$ cat src/rtl/mips_pkg.sv
// Shared types and constants for the MIPS core front end.
package mips_pkg;

    localparam int unsigned INSTR_BYTES = 4;

    typedef enum logic [1:0] {
        IDLE,
        FETCH,
        VALID,
        DRAIN
    } fetch_state_t;

    typedef enum logic [1:0] {
        RK_BRANCH = 2'b00,
        RK_JUMP   = 2'b01,
        RK_REG    = 2'b10,
        RK_RSVD   = 2'b11
    } redirect_kind_t;

endpackage

$ cat src/rtl/branch_target_gen.sv
// Combinational redirect target: PC-relative branch, pseudo-direct jump or register.
module branch_target_gen
    import mips_pkg::*;
(
    input  logic [1:0]  kind,
    input  logic [31:0] base,
    input  logic [25:0] imm,
    input  logic [31:0] reg_val,
    output logic [31:0] target
);

    redirect_kind_t k;
    assign k = redirect_kind_t'(kind);

    always_comb begin
        target = {reg_val[31:2], 2'b00};
        unique case (k)
            RK_BRANCH: target = base + {{14{imm[15]}}, imm[15:0], 2'b00};
            RK_JUMP:   target = {base[31:28], imm, 2'b00};
            default:   target = {reg_val[31:2], 2'b00};
        endcase
    end

endmodule

$ cat src/rtl/fetch_unit.sv
// Instruction fetch stage: owns the PC, talks req/ack to imem and valid/ready to decode.
module fetch_unit
    import mips_pkg::*;
#(
    parameter logic [31:0] RESET_PC = 32'h0000_0000
) (
    input  logic        clk,
    input  logic        rst,
    output logic        imem_req,
    output logic [31:0] imem_addr,
    input  logic        imem_ack,
    input  logic [31:0] imem_rdata,
    output logic        if_valid,
    input  logic        if_ready,
    output logic [31:0] if_instr,
    output logic [31:0] if_pc,
    output logic [31:0] if_pc_plus4,
    input  logic        redirect,
    input  logic [1:0]  redirect_kind,
    input  logic [31:0] redirect_base,
    input  logic [25:0] redirect_imm,
    input  logic [31:0] redirect_reg
);

    fetch_state_t state, state_d;
    logic [31:0]  pc_q, pc_d;
    logic [31:0]  pend_q, pend_d;
    logic [31:0]  instr_q, ipc_q;
    logic [31:0]  target;
    logic         capture;

    branch_target_gen u_tgt (
        .kind    (redirect_kind),
        .base    (redirect_base),
        .imm     (redirect_imm),
        .reg_val (redirect_reg),
        .target  (target)
    );

    always_ff @(posedge clk or posedge rst) begin
        if (rst) state <= IDLE;
        else     state <= state_d;
    end

    // A redirect while a request is outstanding parks in pend_q (DRAIN) so imem_addr stays put until the ack.
    always_comb begin
        state_d = state;
        pc_d    = pc_q;
        pend_d  = pend_q;
        capture = 1'b0;
        unique case (state)
            IDLE: begin
                state_d = FETCH;
                if (redirect) pc_d = target;
            end
            FETCH: begin
                if (imem_ack && !redirect) begin
                    capture = 1'b1;
                    pc_d    = pc_q + 32'(INSTR_BYTES);
                    state_d = VALID;
                end else if (imem_ack) begin
                    pc_d = target;
                end else if (redirect) begin
                    pend_d  = target;
                    state_d = DRAIN;
                end
            end
            VALID: begin
                if (redirect) begin
                    pc_d    = target;
                    state_d = FETCH;
                end else if (if_ready) begin
                    state_d = FETCH;
                end
            end
            DRAIN: begin
                if (imem_ack) begin
                    pc_d    = redirect ? target : pend_q;
                    state_d = FETCH;
                end else if (redirect) begin
                    pend_d = target;
                end
            end
            default: state_d = IDLE;
        endcase
    end

    always_ff @(posedge clk or posedge rst) begin
        if (rst) begin
            pc_q    <= RESET_PC;
            pend_q  <= '0;
            instr_q <= '0;
            ipc_q   <= '0;
        end else begin
            pc_q   <= pc_d;
            pend_q <= pend_d;
            if (capture) begin
                instr_q <= imem_rdata;
                ipc_q   <= pc_q;
            end
        end
    end

    assign imem_req    = (state == FETCH) || (state == DRAIN);
    assign imem_addr   = pc_q;
    assign if_valid    = (state == VALID);
    assign if_instr    = instr_q;
    assign if_pc       = ipc_q;
    assign if_pc_plus4 = ipc_q + 32'(INSTR_BYTES);

endmodule
$ cat config.mk
export PLATFORM = sky130hd
export DESIGN_NAME = fetch_unit
export DESIGN_NICKNAME = d
export VERILOG_FILES = /design/src/rtl/mips_pkg.sv /design/src/rtl/branch_target_gen.sv /design/src/rtl/fetch_unit.sv
export SDC_FILE = /design/constraint.sdc
export NUM_CORES = 1
export LEC_CHECK = 0
export CORE_UTILIZATION = 44
export DETAILED_ROUTE_END_ITERATION = 10
export HOLD_SLACK_MARGIN = 0.06
export PLACE_DENSITY_LB_ADDON = 0.2
export SLEW_MARGIN = 20
export SYNTH_ARGS = -nofsm -noshare
export SYNTH_HDL_FRONTEND = slang
export SYNTH_SLANG_ARGS = --single-unit
$ cat constraint.sdc
create_clock -name clk -period 5.3 [get_ports clk]
set_clock_uncertainty 0.2 [all_clocks]
set_input_delay 1.59 -clock clk [delete_from_list [all_inputs] [get_ports clk]]
set_output_delay 1.59 -clock clk [all_outputs]
set_load 0.02 [all_outputs]
=== Word-level counts from Yosys, hierarchy flattened ===
Index checks and enable logic that the tools add are counted.

* Register bits: 130

* Add/sub/neg operators: 3
* Eq/ne operators: 11
* Multiplexer cells: 19
* Reduce and logical (&&, ||, !) cells: 10

{| class="wikitable"
|+ Operator list
! operator !! count
|-
| 32-bit two-way mux || 7
|-
| 32-bit case mux with 2 select lines || 2
|-
| 32-bit case mux with 3 select lines || 1
|-
| 32-bit by 3-bit adder with 32-bit output (second input constant) || 2
|-
| 32-bit adder || 1
|-
| 2-bit two-way mux || 6
|-
| 3-bit != test (second input constant) || 3
|-
| 2-bit case mux with 4 select lines || 1
|-
| 2-bit by 1-bit equality test with 1-bit output (second input constant) || 2
|-
| 2-bit equality test (second input constant) || 2
|-
| 2-bit logical NOT || 2
|-
| 2-bit != test (second input constant) || 2
|-
| 4-bit AND reduction || 1
|-
| 3-bit by 1-bit != test with 1-bit output (second input constant) || 1
|-
| 3-bit AND reduction || 1
|-
| 1-bit two-way mux || 2
|-
| 2-bit by 1-bit != test with 1-bit output (second input constant) || 1
|-
| 2-bit AND reduction || 1
|-
| 2-bit nonzero test || 1
|-
| 2-bit OR reduction || 1
|-
| 1-bit logical AND || 1
|-
| 1-bit logical NOT || 1
|-
| 1-bit logical OR || 1
|}

=== Longest topological paths before layout ===
Gate-level depths: netlist (run 1).

* Word-level depth: 6
* Depth in mapped cells: 12
* Mapped depth without buffers: 12

=== Hierarchy ===
From an unflattened synthesis (run 1), not the netlist that was laid out.

* Cells, all modules: 1069
* Area total of the unflattened synthesis: 8784.7 sq um

{| class="wikitable"
|+ Modules (own cells, without submodules)
! module !! times used !! cells an instance !! area an instance (sq um) !! sequential area each (sq um)
|-
| fetch_unit || 1 || 756 || 6642.6 || 3253.1
|-
| branch_target_gen || 1 || 313 || 2142.1 || 0.0
|}

=== Worst setup path before layout (run 1) ===
OpenSTA, ideal clock, no wires.

* Path kind: input to register
* Start: input redirect_base[2]
* End: register pc_q[30], in the netlist imem_addr[30]
* Library setup time: 0.126 ns
* Arrival: 4.012 ns
* Data required time: 4.974 ns
* Setup slack: 0.962 ns
* Cell stages on the path: 12
* Path buffers: 0
* Cell sequence: ha_1 -> inv_1 -> fa_1 -> and2b_1 -> o2111ai_1 -> a2111o_1 -> a31oi_4 -> a41oi_4 -> o31ai_2 -> mux2i_1 -> o2bb2ai_1 -> o21ai_1

* Cells in the longest elaborated chain, start to end: 5

{| class="wikitable"
|+ RTL lines
! item !! line !! text
|-
| start, declared || fetch_unit.sv:20 || <nowiki>input logic [31:0] redirect_base,</nowiki>
|-
| 32-bit adder * || branch_target_gen.sv:18 || <nowiki>RK_BRANCH: target = base + {{14{imm[15]}}, imm[15:0], 2'b00};</nowiki>
|-
| 32-bit case mux with 2 select lines * || branch_target_gen.sv:17 || <nowiki>unique case (k)</nowiki>
|-
| 32-bit two-way mux, on equally long branches || fetch_unit.sv:54, fetch_unit.sv:69, fetch_unit.sv:61 ||
|-
| 32-bit two-way mux, on equally long branches || fetch_unit.sv:77, fetch_unit.sv:57 ||
|-
| 32-bit case mux with 3 select lines * || fetch_unit.sv:51 || <nowiki>unique case (state)</nowiki>
|-
| end signal, assigned || fetch_unit.sv:95 || <nowiki>pc_q <= pc_d;</nowiki>
|-
| end, declared || fetch_unit.sv:26 || <nowiki>logic [31:0] pc_q, pc_d;</nowiki>
|}

Every way passes the cells marked *; elsewhere a longest branch is shown, timed or not. The select of a mux whose other input is x is not followed.
A chain may end at the register's enable or synchronous reset.

=== Worst setup path in the final report (run 1) ===
* Start: register ipc_q[5], in the netlist if_pc[5]
* End: output if_pc_plus4[27]

* Cells in the longest elaborated chain, start to end: 1

{| class="wikitable"
|+ RTL lines
! item !! line !! text
|-
| start, declared || fetch_unit.sv:28 || <nowiki>logic [31:0] instr_q, ipc_q;</nowiki>
|-
| start signal, assigned || fetch_unit.sv:99 || <nowiki>ipc_q <= pc_q;</nowiki>
|-
| 32-bit by 3-bit adder with 32-bit output || fetch_unit.sv:109 || <nowiki>assign if_pc_plus4 = ipc_q + 32'(INSTR_BYTES);</nowiki>
|-
| end, declared || fetch_unit.sv:17 || <nowiki>output logic [31:0] if_pc_plus4,</nowiki>
|}

No other way between the ends.

==> results of run 1 <==
per-layer routing:
metal / track usage (%) / vias up
li1: - / 4379
met1: 35.1 / 4178
met2: 44.5 / 393
met3: 6.07 / 45
met4: 8.89 / 0
met5: 0 / -
sequential cells by signal (all words and copies together) (netlist names):
name / cells
pend_q: 32
if_instr: 32
imem_addr: 32
if_pc: 32
state: 2
logic make-up (layout without fill, tap and decap cells):
logic type	count (synthesis)	count (layout)	share of synthesized area [%]
AO/OA/AOI/OAI	282	282	20.9
XOR/XNOR	70	70	6.99
multiplexers	12	12	1.44
AND/OR/NAND/NOR	502	502	24.7
flip-flops	130	130	37.1
adder cells (fa/ha/maj)	32	32	4.65
buffers and inverters	82	336	4.18
worst max-delay path by stage:
stage | depth (start not counted) | slack, ps | from | end
after floorplan | 1 | 40 | rst | if_instr[0]
after global placement | 13 | 160 | redirect_imm[0] | pend_q[30]
after detailed placement | 13 | 90 | redirect_imm[0] | pend_q[30]
after CTS | 10 | 5 | if_pc[4] | if_pc_plus4[29]
after global routing | 10 | -10 | if_pc[4] | if_pc_plus4[27]
final | 10 | 210 | if_pc[5] | if_pc_plus4[27]
power breakdown:
group	leakage (nW)	internal, mW	switching, mW	total, mW
Sequential	1.60	1.31	0.407	1.72
Clock	0.278	0.731	0.445	1.18
Combinational	3.44	1.15	1.29	2.44
what timing repair did:
item	CTS	global route
setup endpoints to repair	0	3
hold buffers	0	0
gates resized for setup	0	3
layout by cell type, fill, tap and decap left out, drive strengths merged, types with 10 or more instances in the layout:
cell type,netlist,final
a31oi,15,15
xnor2,41,41
a21o,15,15
clkbuf,47,21
o211ai,16,16
nand2,309,309
buf,11,25
nor3,13,13
inv,22,23
nand4,16,16
nand3,35,35
nor2b,10,10
nor2,74,74
o21ai,74,74
a21oi,66,66
xor2,29,29
ha,31,31
nand2b,10,10
clkdlybuf4s50,0,254
o22ai,14,14
dfrtp,130,130
through the flow:
step	area, sq um	hold slack (ps)	setup TNS [ps]	power [mW]	std cells
after floorplan	8770	239	0	2.95	1110
after global placement	11600	251	0	4.12	1597
after detailed placement	11600	259	0	4.17	1597
after CTS	12200	273	0	5.36	1629
after global routing	12200	288	-12.8	5.64	1629
final	12200	270	0	5.34	1629
synth_stat cells (6+ instances only):
master,n
a211oi_1,8
a21o_1,15
a21oi_1,66
a221oi_1,7
a22oi_1,9
a31oi_1,14
and2_1,7
and3_1,8
and4_1,6
buf_1,7
clkbuf_1,43
dfrtp_1,130
ha_1,31
inv_1,22
mux2i_1,7
nand2_1,309
nand2b_1,10
nand3_1,34
nand4_1,16
nor2_1,74
nor2b_1,10
nor3_1,13
o211ai_1,16
o21a_1,9
o21ai_0,72
o21bai_1,7
o22ai_1,14
o31ai_1,6
xnor2_1,41
xor2_1,29
worst reg2reg max path: cells and delay by family, from the launching register on:
kind | cells | cell delay [ps]
xor+xnor | 1 | 160
simple gates | 5 | 1600
compound gates | 3 | 540
flops | 1 | 550
layout make-up:
| cell class | instances | area (sq um) | share of cell area [%] |
|---|---|---|---|
| multi-input combinational | 898 | 5170 | 42.4 |
| sequential | 130 | 3250 | 26.7 |
| timing repair buffer | 281 | 2760 | 22.6 |
| clock buffer | 21 | 470 | 3.86 |
| tap | 265 | 332 | 2.72 |
| clock inverter | 11 | 129 | 1.06 |
| inverter | 23 | 91.3 | 0.749 |
==> results.cfg, run 1 <==
[floorplan]
core_area_sq_um = 19500
die_w_microns = 143
start_util_pct = 44.9
io_pins = 259
die_y_microns = 143
rows = 51
dieArea_sq_um = 20500

[logic_synthesis]
avgSynthCellArea_sq_um = 7.90
synth_nets = 1271
syn_inst = 1110
synth_edf_count = 0
ys.flop_type = dfrtp_1
synth_cell_types = 68
yosys_warnings = 0
synth-seq-cells = 130
ys_top_cells_by_area = dfrtp_1, nand2_1, ha_1
yosys.area.top_type_share_pct = 37.1
synthArstFlopShare_pct = 100
synth.largest_area_cell = dfrtp_1
syn_area_sq_um = 8770
yosysSeqAreaShare_pct = 37.1

[detailed_routing]
wl_met3_mm = 2.34
vias = 8995
routed.top_layer = met4
ant_nets = 0
met2_length_mm = 12.7
vias_per_cell = 5.52
drtPass1Iterations = 5
drt_wl_total_mm = 27.3
drc = 0
drt_iter0_markers = 674
wl_met1_mm = 11.8
wire_per_inst_microns = 16.8

[timing]
finalSetupViolations = 0
finalHoldViolCount = 0
tightestPinTransition_ps = 1030
relSlewSlack_pct = 30.8
final_max_slew_viol_count = 0
fmax_mhz = 196
period_share_pct = 96.1
fin_ws_ps = 206
period_minus_slack_ps = 5090

[placed_design]
place.gp.congestion = 0.961
hpwl_mm = 20.3
preCtsSetupSlack_ps = 87.7
io_buffers = 256

[run]
cap_violations = 0

[clock_tree]
root_buffer = clkbuf_16
clock_path_buffers = 2
clk_pin_slew_ps = 60
cts-htree-levels = 4
insertion_delay_ps = 420
cts_buffers = 17
post-cts-setup-buffers = 0
cts.sinks = 130
cts_tree = done

[critical_path]
crit_chain = and3_1 > and2_1 > nand4_1 > or2_2 > nor2_2 > nand4_1 > nor2_1 > nand2_1 > xnor2_1 > clkdlybuf4s50_1
reg2reg_slack_ps = 2170
reg2regPathDepth = 9
slowest_stage = clkdlybuf4s50_1
r2r-end = imem_addr[28]
reg2reg_from = imem_addr[9]
critPathMaxFanout = 5
cp.required_ps = 3510
startpoint_type = flop
cp.arrival_ps = 3300
cp_top_family = simple AND/OR/NAND/NOR gates
cp_num_buf_inv = 1
crit_path_end_kind = output pin
criticalPathCategory = reg2out
critPathMaxStageDelay_ps = 630
crit_path_frequent_cell = nand4_1

[global_routing]
antenna_found_initial = 0
grt_pass1_vias = 8440
grt_max_degree = 80
overflow = 0
grt_usage_pct = 27.1
grt_pass1_wl_mm = 43.5

[final_layout]
utilization_pct = 62.5
drive_gt1_share_pct = 5.50
fillers = 1771
n_antenna_cell = 0
fin_nets = 1512
synthToLayoutAreaGrowth_pct = 39.1

[hold_path]
hold_end = if_instr[18]
hp-start = if_instr[18]
hold_path.class = reg2reg
hold-path-cell-count = 2

[pwr]
ir_worst_vdd_v = 0.000230
p_leak_nw = 5.31
power.density_nw_per_um2 = 437

[outcome]
status = finished, final reports clean
No activity file was read; power rests on OpenSTA's default activity.
==> run 2: changes to the inputs <==
Settings changed: CELL_PAD_IN_SITES_DETAIL_PLACEMENT set to 1, CELL_PAD_IN_SITES_GLOBAL_PLACEMENT set to 2, CORE_UTILIZATION 44 to 24.
==> run 2 against run 1 <==
The run now ends with design-rule violations left; global-route usage shrank 8.9 points; utilization shrank 27 points; die area grew 82%; cell area grew 3.3%; power grew 2.5%; clock-buffer cell count shrank 3; setup slack gained 120 ps; via count shrank 1.5%; sequential power is essentially flat; first-iteration DRC count shrank 38%; critical path type unchanged; critical endpoint is now if_pc_plus4[28]; largest power group unchanged.
==> results.cfg, run 2 (synthesis results as in run 1) <==
[detailed_routing]
drt_iter0_markers = 418
drt_wl_total_mm = 33.8
drtPass1Iterations = 9
vias = 8862
ant_nets = 0
wire_per_inst_microns = 18.4
drc = 26
vias_per_cell = 4.82

[hold_path]
hold_path.class = reg2reg

[timing]
finalSetupViolations = 0
tightestPinTransition_ps = 901
final_max_slew_viol_count = 0
fmax_mhz = 201
period_share_pct = 93.9
period_minus_slack_ps = 4980
fin_hold_ws_ps = 272
finalHoldViolCount = 0
fin_setup_tns_ps = 0
rsz0062_at_grt = false
relSlewSlack_pct = 39.9

[final_layout]
n_antenna_cell = 0
synthToLayoutAreaGrowth_pct = 43.7
utilization_pct = 35.3
final_common_cell = nand2_1
drive_gt1_share_pct = 6.74
fin_nets = 1527
most-common-layout-cells = nand2_1, clkdlybuf4s50_1, dfrtp_1

[floorplan]
core_area_sq_um = 35700
die_w_microns = 193
die_y_microns = 193
start_util_pct = 24.5
rows = 69
io_pins = 259
dieArea_sq_um = 37300

[pwr]
power.density_nw_per_um2 = 434
ir_worst_vdd_v = 0.000234
p_leak_nw = 5.43

[clock_tree]
cts-hold-fix-buffers = 0
cts_buffers = 17
clk_pin_slew_ps = 60
root_buffer = clkbuf_16
cts-htree-levels = 4
insertion_delay_ps = 430
clock_path_buffers = 2
cts.sinks = 130
cts_tree = done

[global_routing]
grt_usage_pct = 18.2
overflow = 0
grt_pass1_vias = 9032
antenna_found_initial = 0
grt_pass1_wl_mm = 52.5
grt_max_degree = 102

[placed_design]
hpwl_mm = 25.8
io_buffers = 256
place.gp.congestion = 0.827

[run]
cap_violations = 0

[outcome]
status = complete, but fails checks
violations = design-rule violations

[critical_path]
startpoint_type = flop
critPathMaxFanout = 6
cp.arrival_ps = 3190
criticalPathCategory = reg2out
crit_path_end_kind = output pin
cp.required_ps = 3510
==> run 2: cell types whose count changed in the layout (fill, tap and decap cells not counted), sizes merged <==
cell	delta
clkinvlp	-5
clkinv	+5
clkbuf	-3
inv	+2
buf	+15
bufinv	+1
dlymetal6s2s	+1
clkdlybuf4s50	-1
==> run 2: critical path, stage by stage (launching register included) <==
cell and delay [ps]:
dfrtp_1 440, and3_1 210, and2_1 190, nand3_1 150, nor3_1 290, and4_1 330
nor2b_2 250, nand3_1 120, xnor2_1 150, clkdlybuf4s50_1 640
==> run 2: final timing paths <==
check / start / to / slack (ps) / cells after the start
min reg2reg: if_instr[9] / if_instr[9] / 270 / 2
min in group asynchronous: rst / if_instr[13] / 1370 / 2
max: if_pc[4] / if_pc_plus4[28] / 320 / 9
max reg2reg: imem_addr[9] / imem_addr[28] / 2130 / 9
min: if_instr[9] / if_instr[9] / 270 / 2
max in group asynchronous: rst / pend_q[6] / 2600 / 4
==> run 2: layout make-up <==
| cell class | count | area, sq um |
|---|---|---|
| sequential | 130 | 3250 |
| tap | 461 | 577 |
| multi-input combinational | 898 | 5170 |
| timing repair buffer | 296 | 2890 |
| clock buffer | 18 | 439 |
| fill | 4217 | 23100 |
| inverter | 23 | 91.3 |
| clock inverter | 14 | 175 |
==> run 2: through the flow <==
stage                     setup WS (ps)  total power [mW]  instance area (sq um)  cells
after floorplan                    40.7              2.95                   8770   1110
after global placement             89.4              4.24                  11900   1807
after CTS                          30.8              5.54                  12600   1839
final                               323              5.47                  12600   1840
after detailed placement           45.0              4.27                  11900   1807
after global routing               16.1              5.81                  12600   1840
==> run 2: power by group <==
| part | internal, mW | switching, mW |
|---|---|---|
| Combinational | 1.17 | 1.33 |
| Clock | 0.758 | 0.484 |
| Sequential | 1.31 | 0.422 |
==> run 2: metal layers <==
| metal | GRT usage [%] | wire length [microns] | vias up | share of wire, % |
|---|---|---|---|---|
| met3 | 2.70 | 1740 | 21 | 5.2 |
| met5 | 0 | 0 | - | 0 |
| met4 | 4.30 | 297 | 0 | 0.88 |
| li1 | - | - | 4389 | - |
| met1 | 25.8 | 16700 | 4234 | 50 |
| met2 | 28.8 | 15000 | 218 | 44 |
==> run 2: what timing repair did <==
item,in CTS,in global routing
resized for setup,2,4
cloned,0,0
setup buffers,0,0
endpoints found under the setup margin,3,5
